File: config.mk
export PLATFORM = sky130hd
export DESIGN_NAME = shift_reg_n
export DESIGN_NICKNAME = d
export VERILOG_FILES = /design/src/rtl/shift_reg_n_pkg.sv /design/src/rtl/shift_reg_n_burst_counter.sv /design/src/rtl/shift_reg_n.sv
export SDC_FILE = /design/constraint.sdc
export NUM_CORES = 1
export LEC_CHECK = 0
export BUFFER_PORTS_ARGS = -buffer_cell sky130_fd_sc_hd__buf_2
export CAP_MARGIN = 25
export CORE_MARGIN = 2
export CORE_UTILIZATION = 30
export CTS_BUF_LIST = sky130_fd_sc_hd__clkbuf_4
export CTS_CLUSTER_DIAMETER = 80
export CTS_CLUSTER_SIZE = 28
export DETAILED_ROUTE_END_ITERATION = 10
export SLEW_MARGIN = 25
export SYNTH_ARGS = -nofsm -noshare
export SYNTH_HDL_FRONTEND = slang
export SYNTH_HIERARCHICAL = 1
export SYNTH_SLANG_ARGS = --single-unit
File: constraint.sdc
create_clock -name clk -period 2.9 [get_ports clk]
set_clock_uncertainty 0.1 [all_clocks]
set_input_delay 0.435 -clock clk [delete_from_list [all_inputs] [get_ports clk]]
set_output_delay 0.435 -clock clk [all_outputs]
set_load 0.02 [all_outputs]
File: src/rtl/shift_reg_n_pkg.sv
// Shared encodings for the shift register family and the serial blocks
// built on top of it.
//   MODE_*  : manual operation codes driven on the 'mode' port
//   state_e : burst controller states
package shift_reg_n_pkg;

    localparam logic [1:0] MODE_HOLD = 2'b00;
    localparam logic [1:0] MODE_SHL  = 2'b01;
    localparam logic [1:0] MODE_SHR  = 2'b10;
    localparam logic [1:0] MODE_LOAD = 2'b11;

    typedef enum logic {
        ST_IDLE  = 1'b0,
        ST_SHIFT = 1'b1
    } state_e;

endpackage

File: src/rtl/shift_reg_n_burst_counter.sv
// burst_counter: up-counter over 0..WIDTH-1 with clear, enable and a
// terminal-count flag.
//   clk, reset : rising-edge clock, synchronous active-high reset
//   clr_i      : synchronous clear (wins over en_i)
//   en_i       : count enable
//   cnt_o      : current count, $clog2(WIDTH) bits
//   tc_o       : high while cnt_o == WIDTH-1
module burst_counter #(
    parameter int unsigned WIDTH = 8,
    localparam int unsigned CW   = $clog2(WIDTH)
) (
    input  logic          clk,
    input  logic          reset,
    input  logic          clr_i,
    input  logic          en_i,
    output logic [CW-1:0] cnt_o,
    output logic          tc_o
);

    logic [CW-1:0] cnt_q;
    logic [CW-1:0] cnt_d;

    assign tc_o  = (cnt_q == CW'(WIDTH - 1));
    assign cnt_o = cnt_q;

    // Saturates at the terminal value so the count can never wrap, even if
    // a user keeps the enable high past the last step.
    always_comb begin
        cnt_d = cnt_q;
        if (clr_i)
            cnt_d = '0;
        else if (en_i && !tc_o)
            cnt_d = cnt_q + CW'(1);
    end

    always_ff @(posedge clk) begin
        if (reset)
            cnt_q <= '0;
        else
            cnt_q <= cnt_d;
    end

endmodule

File: src/rtl/shift_reg_n.sv
// shift_reg_n: universal WIDTH-bit shift register with a full-duplex burst
// mode (load a word, shift it out over WIDTH enabled edges while capturing
// sin).
//   clk, reset : rising-edge clock, synchronous active-high reset
//   en         : global enable; 0 freezes state, data and counter
//   mode       : manual op when idle (hold / shl / shr / load)
//   d          : parallel load data
//   sin        : serial input
//   start      : burst request, accepted only when idle with en=1
//   q          : register contents
//   sout       : next bit to transmit (MSB or LSB end of q)
//   busy       : burst in progress
//   done       : one-cycle pulse after the final burst shift
module shift_reg_n
    import shift_reg_n_pkg::*;
#(
    parameter int unsigned           WIDTH     = 8,
    parameter bit                    MSB_FIRST = 1'b1,
    parameter logic [WIDTH-1:0]      RESET_VAL = '0
) (
    input  logic             clk,
    input  logic             reset,
    input  logic             en,
    input  logic [1:0]       mode,
    input  logic [WIDTH-1:0] d,
    input  logic             sin,
    input  logic             start,
    output logic [WIDTH-1:0] q,
    output logic             sout,
    output logic             busy,
    output logic             done
);

    localparam int unsigned CW = $clog2(WIDTH);

    if (WIDTH < 2) begin : g_width_chk
        $error("shift_reg_n: WIDTH must be >= 2");
    end

    state_e           state_q, state_d;
    logic [WIDTH-1:0] q_q, q_d;
    logic             done_q, done_d;
    logic             cnt_clr, cnt_en, cnt_tc;
    logic [CW-1:0]    cnt;

    logic [WIDTH-1:0] shl_val, shr_val, burst_val;

    assign shl_val   = {q_q[WIDTH-2:0], sin};
    assign shr_val   = {sin, q_q[WIDTH-1:1]};
    assign burst_val = MSB_FIRST ? shl_val : shr_val;

    burst_counter #(.WIDTH(WIDTH)) u_cnt (
        .clk   (clk),
        .reset (reset),
        .clr_i (cnt_clr),
        .en_i  (cnt_en),
        .cnt_o (cnt),
        .tc_o  (cnt_tc)
    );

    // State register (with data and done pulse)
    always_ff @(posedge clk) begin
        if (reset) begin
            state_q <= ST_IDLE;
            q_q     <= RESET_VAL;
            done_q  <= 1'b0;
        end else begin
            state_q <= state_d;
            q_q     <= q_d;
            done_q  <= done_d;
        end
    end

    // Next-state logic
    always_comb begin
        state_d = state_q;
        case (state_q)
            ST_IDLE:  if (en && start)  state_d = ST_SHIFT;
            ST_SHIFT: if (en && cnt_tc) state_d = ST_IDLE;
            default:                    state_d = ST_IDLE;
        endcase
    end

    // Datapath / output logic
    always_comb begin
        q_d     = q_q;
        done_d  = 1'b0;
        cnt_clr = 1'b0;
        cnt_en  = 1'b0;
        case (state_q)
            ST_IDLE: begin
                // Counter is held at zero while idle so every burst starts at 0.
                cnt_clr = 1'b1;
                if (en) begin
                    if (start) begin
                        q_d = d;
                    end else begin
                        case (mode)
                            MODE_SHL:  q_d = shl_val;
                            MODE_SHR:  q_d = shr_val;
                            MODE_LOAD: q_d = d;
                            default:   q_d = q_q;
                        endcase
                    end
                end
            end
            ST_SHIFT: begin
                if (en) begin
                    q_d    = burst_val;
                    cnt_en = 1'b1;
                    if (cnt_tc) begin
                        done_d  = 1'b1;
                        cnt_clr = 1'b1;
                    end
                end
            end
            default: ;
        endcase
    end

    assign q    = q_q;
    assign sout = MSB_FIRST ? q_q[WIDTH-1] : q_q[0];
    assign busy = (state_q == ST_SHIFT);
    assign done = done_q;

endmodule
After elaboration in Yosys (flattened, before gate mapping)
Index checks and enable logic that the tools add are counted.
{ "totals": {"ff_bits": 13, "input_bits": 15, "out_inout_bits": 11, "elab_cells": 33} }
{ "classes": {"addsub": 1, "n_eq_ne": 7, "mux": 13, "n_bitwise": 1, "n_reduce_logical": 7} }
{ "op_table": {"columns": ["op", "n"], "rows": [
  ["$mux 8", 3],
  ["$pmux 8 s3", 1],
  ["$pmux 8 s2", 1],
  ["$mux 1", 6],
  ["$ne 5x2->1 const B", 1],
  ["$eq 2x2->1 const B", 2],
  ["$ne 2x2->1 const B", 2],
  ["$pmux 1 s2", 2],
  ["$reduce_or 2->1", 2],
  ["$add 3x1->3 const B", 1],
  ["$eq 3x3->1 const B", 1],
  ["$logic_and 1x1->1", 3],
  ["$reduce_and 3->1", 1],
  ["$eq 2x1->1 const B", 1],
  ["$logic_not 1->1", 1],
  ["$not 1->1", 1]
]} }

Depth between registers and ports, before layout
Gate-level depths: netlist of run 1.
{ "logic_depth": {"depth_word": 5, "ltp_mapped": 5, "ltp_nobuf": 5} }

Cells and area by module
Netlist of run 1, hierarchy kept.
{ "by_module_without_submodules": {"columns": ["mod", "n_inst", "cells_per_inst", "area_per_inst_um2", "seq_area_each_um2"], "rows": [
  ["shift_reg_n", 1, 82, 678.2, 200.2],
  ["burst_counter", 1, 12, 142.6, 60.1]
]} }

Worst setup path after synthesis of run 1
No wires, ideal clock.
{ "synth_timing": {"kind": "input-to-reg", "from": "in mode[0]", "to": "reg q_q[3], in the netlist q[3]", "setup_ns": 0.091, "arrival_time_ns": 1.326, "required_time_ns": 2.709, "slack_ns": 1.383, "path_stages": 4, "n_path_buf": 1, "cell_sequence": "buf_6 or3b_1 a211o_1 a311oi_1"} }
{ "synth_between": {"elab_chain_cells": 5, "word_cells_on_any_way": 9, "classes_between": "4 x eq/ne; 4 x mux; 1 x reduce/logical"} }
{ "synth_rtl": {"columns": ["element", "line_no", "rtl"], "rows": [
  ["start: declaration", "shift_reg_n.sv:24", "input logic [1:0] mode,"],
  ["$eq 2x2->1 / $eq 2x1->1 (equally long branches)", "shift_reg_n.sv:98", "case (mode)"],
  ["$pmux 8 s3", "shift_reg_n.sv:98", null],
  ["$mux 8", "shift_reg_n.sv:95", "if (start) begin"],
  ["$mux 8", "shift_reg_n.sv:94", "if (en) begin"],
  ["$pmux 8 s2", "shift_reg_n.sv:90", "case (state_q)"],
  ["end signal: assignment", "shift_reg_n.sv:69", "q_q <= q_d;"],
  ["end: declaration", "shift_reg_n.sv:41", "logic [WIDTH-1:0] q_q, q_d;"]
]} }
Parallel ways exist; a longest one is shown, timed or not. The select of a mux whose other input is x is not followed.
A chain may end at the register's enable or synchronous reset.

Worst setup path in the final report of run 1
{ "layout_timing": {"from": "reg state_q, in the netlist busy", "to": "out busy"} }
{ "layout_lines": {"columns": ["element", "line_no", "rtl"], "rows": [
  ["start: declaration", "shift_reg_n.sv:40", "state_e state_q, state_d;"],
  ["start signal: assignment", "shift_reg_n.sv:68", "state_q <= state_d;"],
  ["end: declaration", "shift_reg_n.sv:30", "output logic busy,"]
]} }
No word-level cell between the ends.

==> results of run 1 <==
==> final timing paths <==
check        start  endpoint  cells after the start
min reg2reg   q[0]      q[1]                      2
min            sin      q[0]                      3
max           busy      busy                      1
max reg2reg   busy      q[3]                      3
==> per-layer routing <==
layer | vias to the layer above | GRT usage (%)
li1 | 401 | -
met1 | 373 | 14.8
met2 | 25 | 18.7
met3 | 5 | 1.84
met4 | 0 | 6.12
met5 | - | 0
==> cells by family (layout without fill, tap and decap cells) <==
logic type / Yosys count / count (layout) / synth area share [%]
multiplexers: 2 / 2 / 2.44
flip-flops: 13 / 13 / 31.7
adder cells (fa/ha/maj): 2 / 2 / 3.05
AND/OR/NAND/NOR: 34 / 34 / 24.2
buffers and inverters: 8 / 29 / 8.08
AO/OA/AOI/OAI: 34 / 34 / 29.4
XOR/XNOR: 1 / 1 / 1.07
==> area by class of cell <==
cell class	instances	area (um2)	area share, %
clock buffer	3	22.5	2.38
clock inverter	1	5.00	0.530
multi-input combinational	73	494	52.3
sequential	13	260	27.5
tap	30	37.5	3.97
timing repair buffer	25	125	13.2
==> power groups by stage <==
| stage | Combinational [W] | Clock [W] | Sequential (W) |
|---|---|---|---|
| floorplan | 0.0000603 | 0 | 0.000213 |
| detailed placement | 0.0000956 | 0 | 0.000205 |
| global placement | 0.0000948 | 0 | 0.000205 |
| global route | 0.000105 | 0.000126 | 0.000203 |
| finish | 0.0000957 | 0.000115 | 0.000201 |
| CTS | 0.0000960 | 0.000120 | 0.000201 |
==> placed cells by master (no fill, tap or decap), drive strengths merged <==
cell type	netlist	routed
dfxtp	13	13
clkbuf	0	3
nand3b	1	1
or4	1	1
mux2i	2	2
and2	1	1
nand2	9	9
o21bai	1	1
o41a	1	1
nor2b	2	2
o21ai	7	7
clkinv	0	1
a311oi	8	8
a21boi	1	1
and3b	1	1
or3b	8	8
a211o	7	7
nor3	3	3
buf	8	25
ha	2	2
xnor2	1	1
nor2	8	8
a21oi	9	9
==> stage by stage <==
| stage | hold slack (ns) | total power (W) | worst slack [ns] |
|---|---|---|---|
| floorplan | 0.397 | 0.000273 | 1.38 |
| global placement | 0.384 | 0.000300 | 1.13 |
| detailed placement | 0.397 | 0.000301 | 1.07 |
| CTS | 0.351 | 0.000417 | 1.20 |
| global route | 0.361 | 0.000434 | 1.06 |
| finish | 0.358 | 0.000412 | 1.21 |
==> synthesized netlist by cell type, types with 2 or more instances <==
cell type | number | share of area, %
buf_6 | 4 | 5.5
dfxtp_1 | 13 | 32
nor3_1 | 3 | 1.8
or3b_1 | 8 | 8.5
a311oi_1 | 8 | 8.5
mux2i_1 | 2 | 2.4
o21ai_0 | 7 | 4.3
nand2_1 | 9 | 4.1
nor2_1 | 8 | 3.7
ha_1 | 2 | 3.0
a21oi_1 | 9 | 5.5
a211o_1 | 7 | 7.5
buf_2 | 2 | 1.2
==> state kept, by name (all words and copies together) (netlist names) <==
| register | flops |
|---|---|
| q | 8 |
| done | 1 |
| busy | 1 |
| u_cnt/cnt_o | 3 |
==> results.json, run 1 <==
{
  "status": "finished clean",
  "die-area_um2": 3170,
  "wl_per_cell_um": 12.8,
  "report.final.hold_viol_count": 0,
  "async_flop_share_pct": 0,
  "max_slew_margin_pct": 66.1,
  "synth_seq_area_share_pct": 31.7,
  "crit_chain": "buf_2",
  "clkPwrFrac_pct": 28.0,
  "grt_pass1_vias": 663,
  "fp.dieH_um": 56.3,
  "ys_ff_latch": 13,
  "area_growth_pct": 15.1,
  "fin_cells": 145,
  "drt_iter0_markers": 21,
  "rrSetupSlack_ns": 1.23,
  "grt_usage_pct": 11.6,
  "via_count": 804,
  "clock_latency_ns": 0.29,
  "fin_util_pct": 37.1,
  "p_sw_w": 0.000132,
  "ant_nets": 0,
  "grt_pass1_wl_mm": 2.94,
  "fin_setup_tns_ns": 0,
  "fp.dieW_um": 56.3,
  "io_buffers": 25,
  "met1_length_um": 839,
  "maxUsedRoutingLayer": "met4",
  "dr.pass1.iters": 4,
  "via_per_inst": 5.54,
  "worst_pin_slew_ns": 0.508,
  "synth.avg_cell_area_um2": 8.73,
  "p_seq_share_pct": 48.7,
  "hold_path_class": "input pin to register",
  "wl_mm": 1.86,
  "synth_edf_count": 0,
  "row_count": 18,
  "cts_root_buf": "clkbuf_4",
  "fmax_mhz": 592,
  "finalSetupViolations": 0,
  "crit_slowest_cell": "dfxtp_1",
  "dpl_cell_area_um2": 917,
  "combPwrFrac_pct": 23.2,
  "numCtsBuffers": 3,
  "ys_types": 25,
  "yosys_warnings": 6,
  "path_delay_family": "flip-flops",
  "crit_path_end_kind": "output pin",
  "finalCritPeriodShare_pct": 58.2,
  "syn_nets": 111,
  "synthFlopType": "dfxtp_1",
  "period_needed_ns": 1.69,
  "rsz0062_at_grt": "false",
  "dp.cells": 141,
  "core_um2": 2540,
  "start_kind": "register",
  "remaining_drc_errors": 0,
  "grt_antenna_before_repair": 0,
  "timing_worst_setup_path_type": "register to output pin",
  "fillCellCount": 272,
  "postCtsSetupRepairBufs": 0,
  "max_stage_delay_ns": 0.61,
  "grt_max_degree": 27,
  "maxCapViolations": 0,
  "dr_wl_met2_um": 843,
  "cts_tree": "yes",
  "p_int_w": 0.000279,
  "h-tree-depth": 1,
  "nets": 133,
  "swShare_pct": 32.2,
  "drive_gt1_share_pct": 27.0,
  "cts_buffer_depth": 2,
  "final_area_um2": 945,
  "grt-ovfl-total": 0,
  "syn_inst": 94,
  "required_ns": 2.37,
  "antenna_cells": 0,
  "clkTransAtPathRegs_ns": 0.09,
  "cp.arrival_ns": 1.15,
  "initial_core_util_pct": 32.3,
  "final-max-slew-violation-count": 0,
  "place.gp.congestion": 0.785,
  "dr_wl_met3_um": 135,
  "postCtsHoldBufs": 0,
  "powerDensity_nw_per_um2": 436,
  "p_leak_nw": 0.386,
  "ir_worst_vdd_v": 0.000256,
  "syn_area_um2": 821,
  "clock_sinks": 13,
  "cp_num_buf_inv": 1,
  "cts_resized": 0,
  "crit_path_max_fanout": 15,
  "ios": 26
}
Power figures use the tool's default switching activity.
==> run 2: changes to the inputs <==
clock period = 1.5 ns   (was 2.9 ns; I/O delays follow)
==> run 2 against run 1 <==
Compared with the run above:
- cell area grew 12%
- hold slack worse by 0.22 ns
- worst setup slack got worse by 1.2 ns
- sequential share of layout area is 3.0 points lower
- count of clock-buffer cells in the layout unchanged
- largest cell class unchanged
- critical endpoint is now q[2]
- critical path type is now register to register
- sequential power rose by 89%
- final cell count increased by 9.0%
- first-iteration DRC count is 9.5% lower
- non-clock buffer count increased by 13
- flip-flop and latch count did not move
==> results.json, run 2 (synthesized netlist as in run 1, its figures left out) <==
{
  "fmax_mhz": 692,
  "timing.critical_path.to": "q[2]",
  "cp_num_buf_inv": 0,
  "r2r-end": "q[2]",
  "fp.dieW_um": 56.3,
  "path_delay_family": "compound AO/OA/AOI/OAI gates",
  "via_count": 849,
  "critPathLaunch": "q[3]",
  "reg2reg_depth": 3,
  "timing_worst_setup_path_type": "register to register",
  "hold_path_class": "input pin to register",
  "clkTransAtPathRegs_ns": 0.09,
  "dpl_cell_area_um2": 1030,
  "grt_antenna_before_repair": 0,
  "r2r_start": "q[3]",
  "final_area_um2": 1060,
  "nets": 146,
  "via_per_inst": 5.37,
  "cts_tree": "yes",
  "clock_sinks": 13,
  "final_common_cell": "buf_2",
  "place.gp.congestion": 0.794,
  "antenna_cells": 0,
  "p_leak_nw": 0.457,
  "period_needed_ns": 1.44,
  "numCtsBuffers": 3,
  "met1_length_um": 961,
  "crit_chain": "or3b_1 -> a211o_1 -> a311oi_1",
  "holdWs_ns": 0.134,
  "required_ns": 1.58,
  "min_from": "sin",
  "fillCellCount": 268,
  "drt_iter0_markers": 19,
  "place_hpwl_mm": 1.58,
  "postCtsSetupRepairBufs": 0,
  "initial_core_util_pct": 32.3,
  "ios": 26,
  "worst_pin_slew_ns": 0.378,
  "area_growth_pct": 29.3,
  "max_slew_margin_pct": 74.8,
  "crit_path_max_fanout": 2,
  "maxUsedRoutingLayer": "met4",
  "fp.dieH_um": 56.3,
  "power.total_w": 0.000847,
  "start_kind": "register",
  "die-area_um2": 3170,
  "cts_buffer_depth": 2,
  "grt_usage_pct": 13.9,
  "io_buffers": 25,
  "postCtsHoldBufs": 0,
  "maxCapViolations": 0,
  "largest_register_ffs": 8,
  "report.final.hold_viol_count": 0,
  "dp.cells": 154,
  "wl_mm": 2.19,
  "row_count": 18,
  "dr_wl_met3_um": 116,
  "ir_worst_vdd_v": 0.000569,
  "grt_pass1_vias": 771,
  "remaining_drc_errors": 0,
  "h-tree-depth": 1,
  "clock_latency_ns": 0.28,
  "ant_nets": 0,
  "finalSetupViolations": 0,
  "drive_gt1_share_pct": 35.2,
  "dr.pass1.iters": 4,
  "cp.arrival_ns": 1.52,
  "grt_max_degree": 20,
  "wl_per_cell_um": 13.9,
  "grt_pass1_wl_mm": 3.44,
  "final-max-slew-violation-count": 0,
  "fin_cells": 158,
  "dr_wl_met2_mm": 1.10,
  "finalCritPeriodShare_pct": 96.3,
  "grt-ovfl-total": 0,
  "status": "finished clean",
  "crit_cells": 3,
  "max_stage_delay_ns": 0.35,
  "core_um2": 2540,
  "rsz0062_at_grt": "false",
  "layout_common_cells": "buf_2 (25), dfxtp_1 (13), buf_4 (12)",
  "crit_slowest_cell": "or3b_1",
  "rrSetupSlack_ns": 0.06,
  "cts_root_buf": "clkbuf_4",
  "crit_path_end_kind": "register",
  "powerDensity_nw_per_um2": 798
}
==> run 2: cell count changes in the layout (fill, tap and decap cells not counted) <==
cell / change
buf_12: +1
buf_4: +12
a311oi_2: +1
a311oi_1: -1
==> run 2: report_power, final <==
part           switching [W]  internal [W]  total [W]
Sequential         0.0000140      0.000365   0.000379
Clock               0.000127     0.0000990   0.000226
Combinational       0.000132      0.000110   0.000242
==> run 2: cell type report <==
class                   count  area (um2)  share of cell area (%)
multi-input cells          73         500                    47.2
flip-flops and latches     13         260                    24.5
repair buffers             38         235                    22.2
well taps                  30        37.5                    3.54
clock buffers               3        22.5                    2.12
clock inverters             1        5.00                   0.472
==> run 2: what timing repair did <==
| action | in CTS | in global routing |
|---|---|---|
| endpoints found under the setup margin | 0 | 1 |
| resized for setup | 0 | 1 |
| hold endpoints to repair | 0 | 0 |
==> run 2: per-stage QoR <==
stage	utilization (%)	setup WS (ns)	TNS [ns]
floorplan	-	0.0371	0
global placement	40.4	-0.0132	-0.0154
detailed placement	40.4	-0.0606	-0.117
CTS	41.4	0.0576	0
global route	41.7	0.00383	0
finish	41.7	0.0553	0
==> run 2: metal layers <==
metal  vias to the layer above  global-route usage (%)
li1                        425                       -
met1                       398                    17.3
met2                        24                    21.0
met3                         2                    5.99
met4                         0                    5.44
met5                         -                       0
==> run 2: how the worst min path moves through the flow <==
| stage | endpoint | slack, ns | depth (start not counted) |
|---|---|---|---|
| 2_1_floorplan | u_cnt/cnt_o[0] | 0.20 | 1 |
| 3_3_place_gp | q[1] | 0.39 | 2 |
| 3_5_place_dp | q[1] | 0.40 | 2 |
| 4_1_cts | q[0] | 0.12 | 3 |
| 5_1_grt | q[0] | 0.11 | 3 |
| 6_report | q[0] | 0.13 | 3 |
==> run 2: worst reg2reg max path, cell delays in order (launching register included) <==
cell and delay [ns]:
dfxtp_1 0.33, or3b_1 0.35, a211o_1 0.27, a311oi_1 0.29
==> run 3: changes to the inputs <==
CORE_UTILIZATION = 35   (was 30)
CTS_BUF_LIST = default   (was sky130_fd_sc_hd__clkbuf_4)
==> run 3 against run 2 <==
Compared with the run above:
- via count rose by 1.9%
- non-clock buffer count is 5 higher
- critical path depth unchanged
- wire length fell by 6.3%
- register-to-register slack gained 0.03 ns
- critical endpoint is now q[6]
- largest cell class unchanged
- largest power group unchanged
==> results.json, run 3 (synthesized netlist as in run 1, its figures left out) <==
{
  "status": "finished clean",
  "grt_usage_pct": 16.7,
  "largest_register_ffs": 8,
  "grt_pass1_vias": 785,
  "place_hpwl_mm": 1.50,
  "worst_pin_slew_ns": 0.361,
  "clock_sinks": 13,
  "max_stage_delay_ns": 0.36,
  "cts_buffer_depth": 2,
  "finalSetupViolations": 0,
  "layout_common_cells": "buf_2 (25), buf_4 (18), dfxtp_1 (13)",
  "drt_iter0_markers": 14,
  "grt_max_degree": 19,
  "postCtsHoldBufs": 0,
  "initial_core_util_pct": 37.1,
  "fin_setup_tns_ns": 0,
  "hold_path_class": "input pin to register",
  "cts_root_buf": "clkbuf_4",
  "p_sw_w": 0.000260,
  "h-tree-depth": 1,
  "final_common_cell": "buf_2",
  "p_seq_share_pct": 44.8,
  "dr.pass1.iters": 4,
  "ios": 26,
  "combPwrFrac_pct": 29.6,
  "maxCapViolations": 0,
  "cts_tree": "yes",
  "fin_util_pct": 49.5,
  "ant_nets": 0,
  "report.final.hold_viol_count": 0,
  "crit_chain": "or3b_1 -> a211o_1 -> a311oi_1",
  "grt-ovfl-total": 0,
  "clkPwrFrac_pct": 25.6,
  "finalCritPeriodShare_pct": 94.6,
  "dpl_cell_area_um2": 1050,
  "final_area_um2": 1090,
  "p_leak_nw": 0.476,
  "period_needed_ns": 1.42,
  "drive_gt1_share_pct": 38.3,
  "clock_latency_ns": 0.27,
  "powerDensity_nw_per_um2": 771,
  "crit_path_max_fanout": 4,
  "path_delay_family": "compound AO/OA/AOI/OAI gates",
  "wl_per_cell_um": 12.8,
  "crit_slowest_cell": "dfxtp_1",
  "fp.dieW_um": 52.4,
  "clkTransAtPathRegs_ns": 0.09,
  "antenna_cells": 0,
  "numCtsBuffers": 3,
  "final-max-slew-violation-count": 0,
  "required_ns": 1.58,
  "core_um2": 2210,
  "via_per_inst": 5.37,
  "max_slew_margin_pct": 75.9,
  "fillCellCount": 238,
  "grt_antenna_before_repair": 0,
  "nets": 151,
  "rsz0062_at_grt": "false",
  "remaining_drc_errors": 0,
  "fp.dieH_um": 52.4,
  "row_count": 17,
  "grt_pass1_wl_mm": 3.44,
  "cp_num_buf_inv": 0,
  "place.gp.congestion": 0.752,
  "area_growth_pct": 33.4,
  "swShare_pct": 30.8,
  "io_buffers": 25,
  "cts_resized": 0,
  "cp.arrival_ns": 1.49,
  "ir_worst_vdd_v": 0.000441,
  "via_count": 865,
  "fmax_mhz": 705,
  "p_int_w": 0.000584,
  "die-area_um2": 2750,
  "crit_path_end_kind": "register",
  "postCtsSetupRepairBufs": 0,
  "timing_worst_setup_path_type": "register to register",
  "start_kind": "register",
  "wl_mm": 2.05
}
## run 3: cell count changes in the layout (fill, tap and decap cells not counted), sizes merged
| cell | before | now |
|---|---|---|
| buf | 38 | 43 |
| clkbuf | 3 | 4 |
| clkinv | 1 | 0 |
## run 3: layout make-up
class	instances	area (um2)	area share [%]
clock buffers	4	26.3	2.40
well taps	28	35.0	3.20
multi-input cells	73	513	46.9
flip-flops and latches	13	260	23.8
repair buffers	43	260	23.8
## run 3: through the flow
| step | setup slack [ns] | hold WS [ns] | total power, W | cells |
|---|---|---|---|---|
| 2_1_floorplan | 0.0371 | 0.202 | 0.000529 | 94 |
| 3_3_place_gp | 0.0158 | 0.399 | 0.000626 | 157 |
| 3_5_place_dp | -0.0321 | 0.401 | 0.000626 | 157 |
| 4_1_cts | 0.0602 | 0.128 | 0.000848 | 161 |
| 5_1_grt | 0.0209 | 0.156 | 0.000899 | 161 |
| 6_report | 0.0808 | 0.132 | 0.000845 | 161 |
## run 3: power groups by stage
stage                     Combinational, W  Clock (W)  Sequential [W]
after global placement            0.000238          0        0.000388
after CTS                         0.000241   0.000228        0.000379
after detailed placement          0.000240          0        0.000386
after floorplan                   0.000117          0        0.000412
final                             0.000250   0.000216        0.000379
after global routing              0.000274   0.000243        0.000382
## run 3: worst min-delay path: stages
cell and delay (ns):
buf_2 0.11, nand2_1 0.05, a311oi_1 0.08
## run 3: per-layer routing
layer	part of all wire (%)	vias up	global-route usage (%)	wire length, um
met4	0.68	0	6.41	14
met2	46	19	25.6	953
met3	3.9	2	2.57	80
met1	49	407	23.4	1010
li1	-	437	-	-
met5	0	-	0	0
## run 3: path summary, 6_finish.rpt
kind                            depth (start not counted)  start  endpoint  slack, ns
worst max-delay path                                    3   q[7]      q[6]       0.08
worst min-delay path                                    3    sin      q[0]       0.13
worst max register to register                          3   q[7]      q[6]       0.08
worst min register to register                          2   q[0]      q[0]       0.42
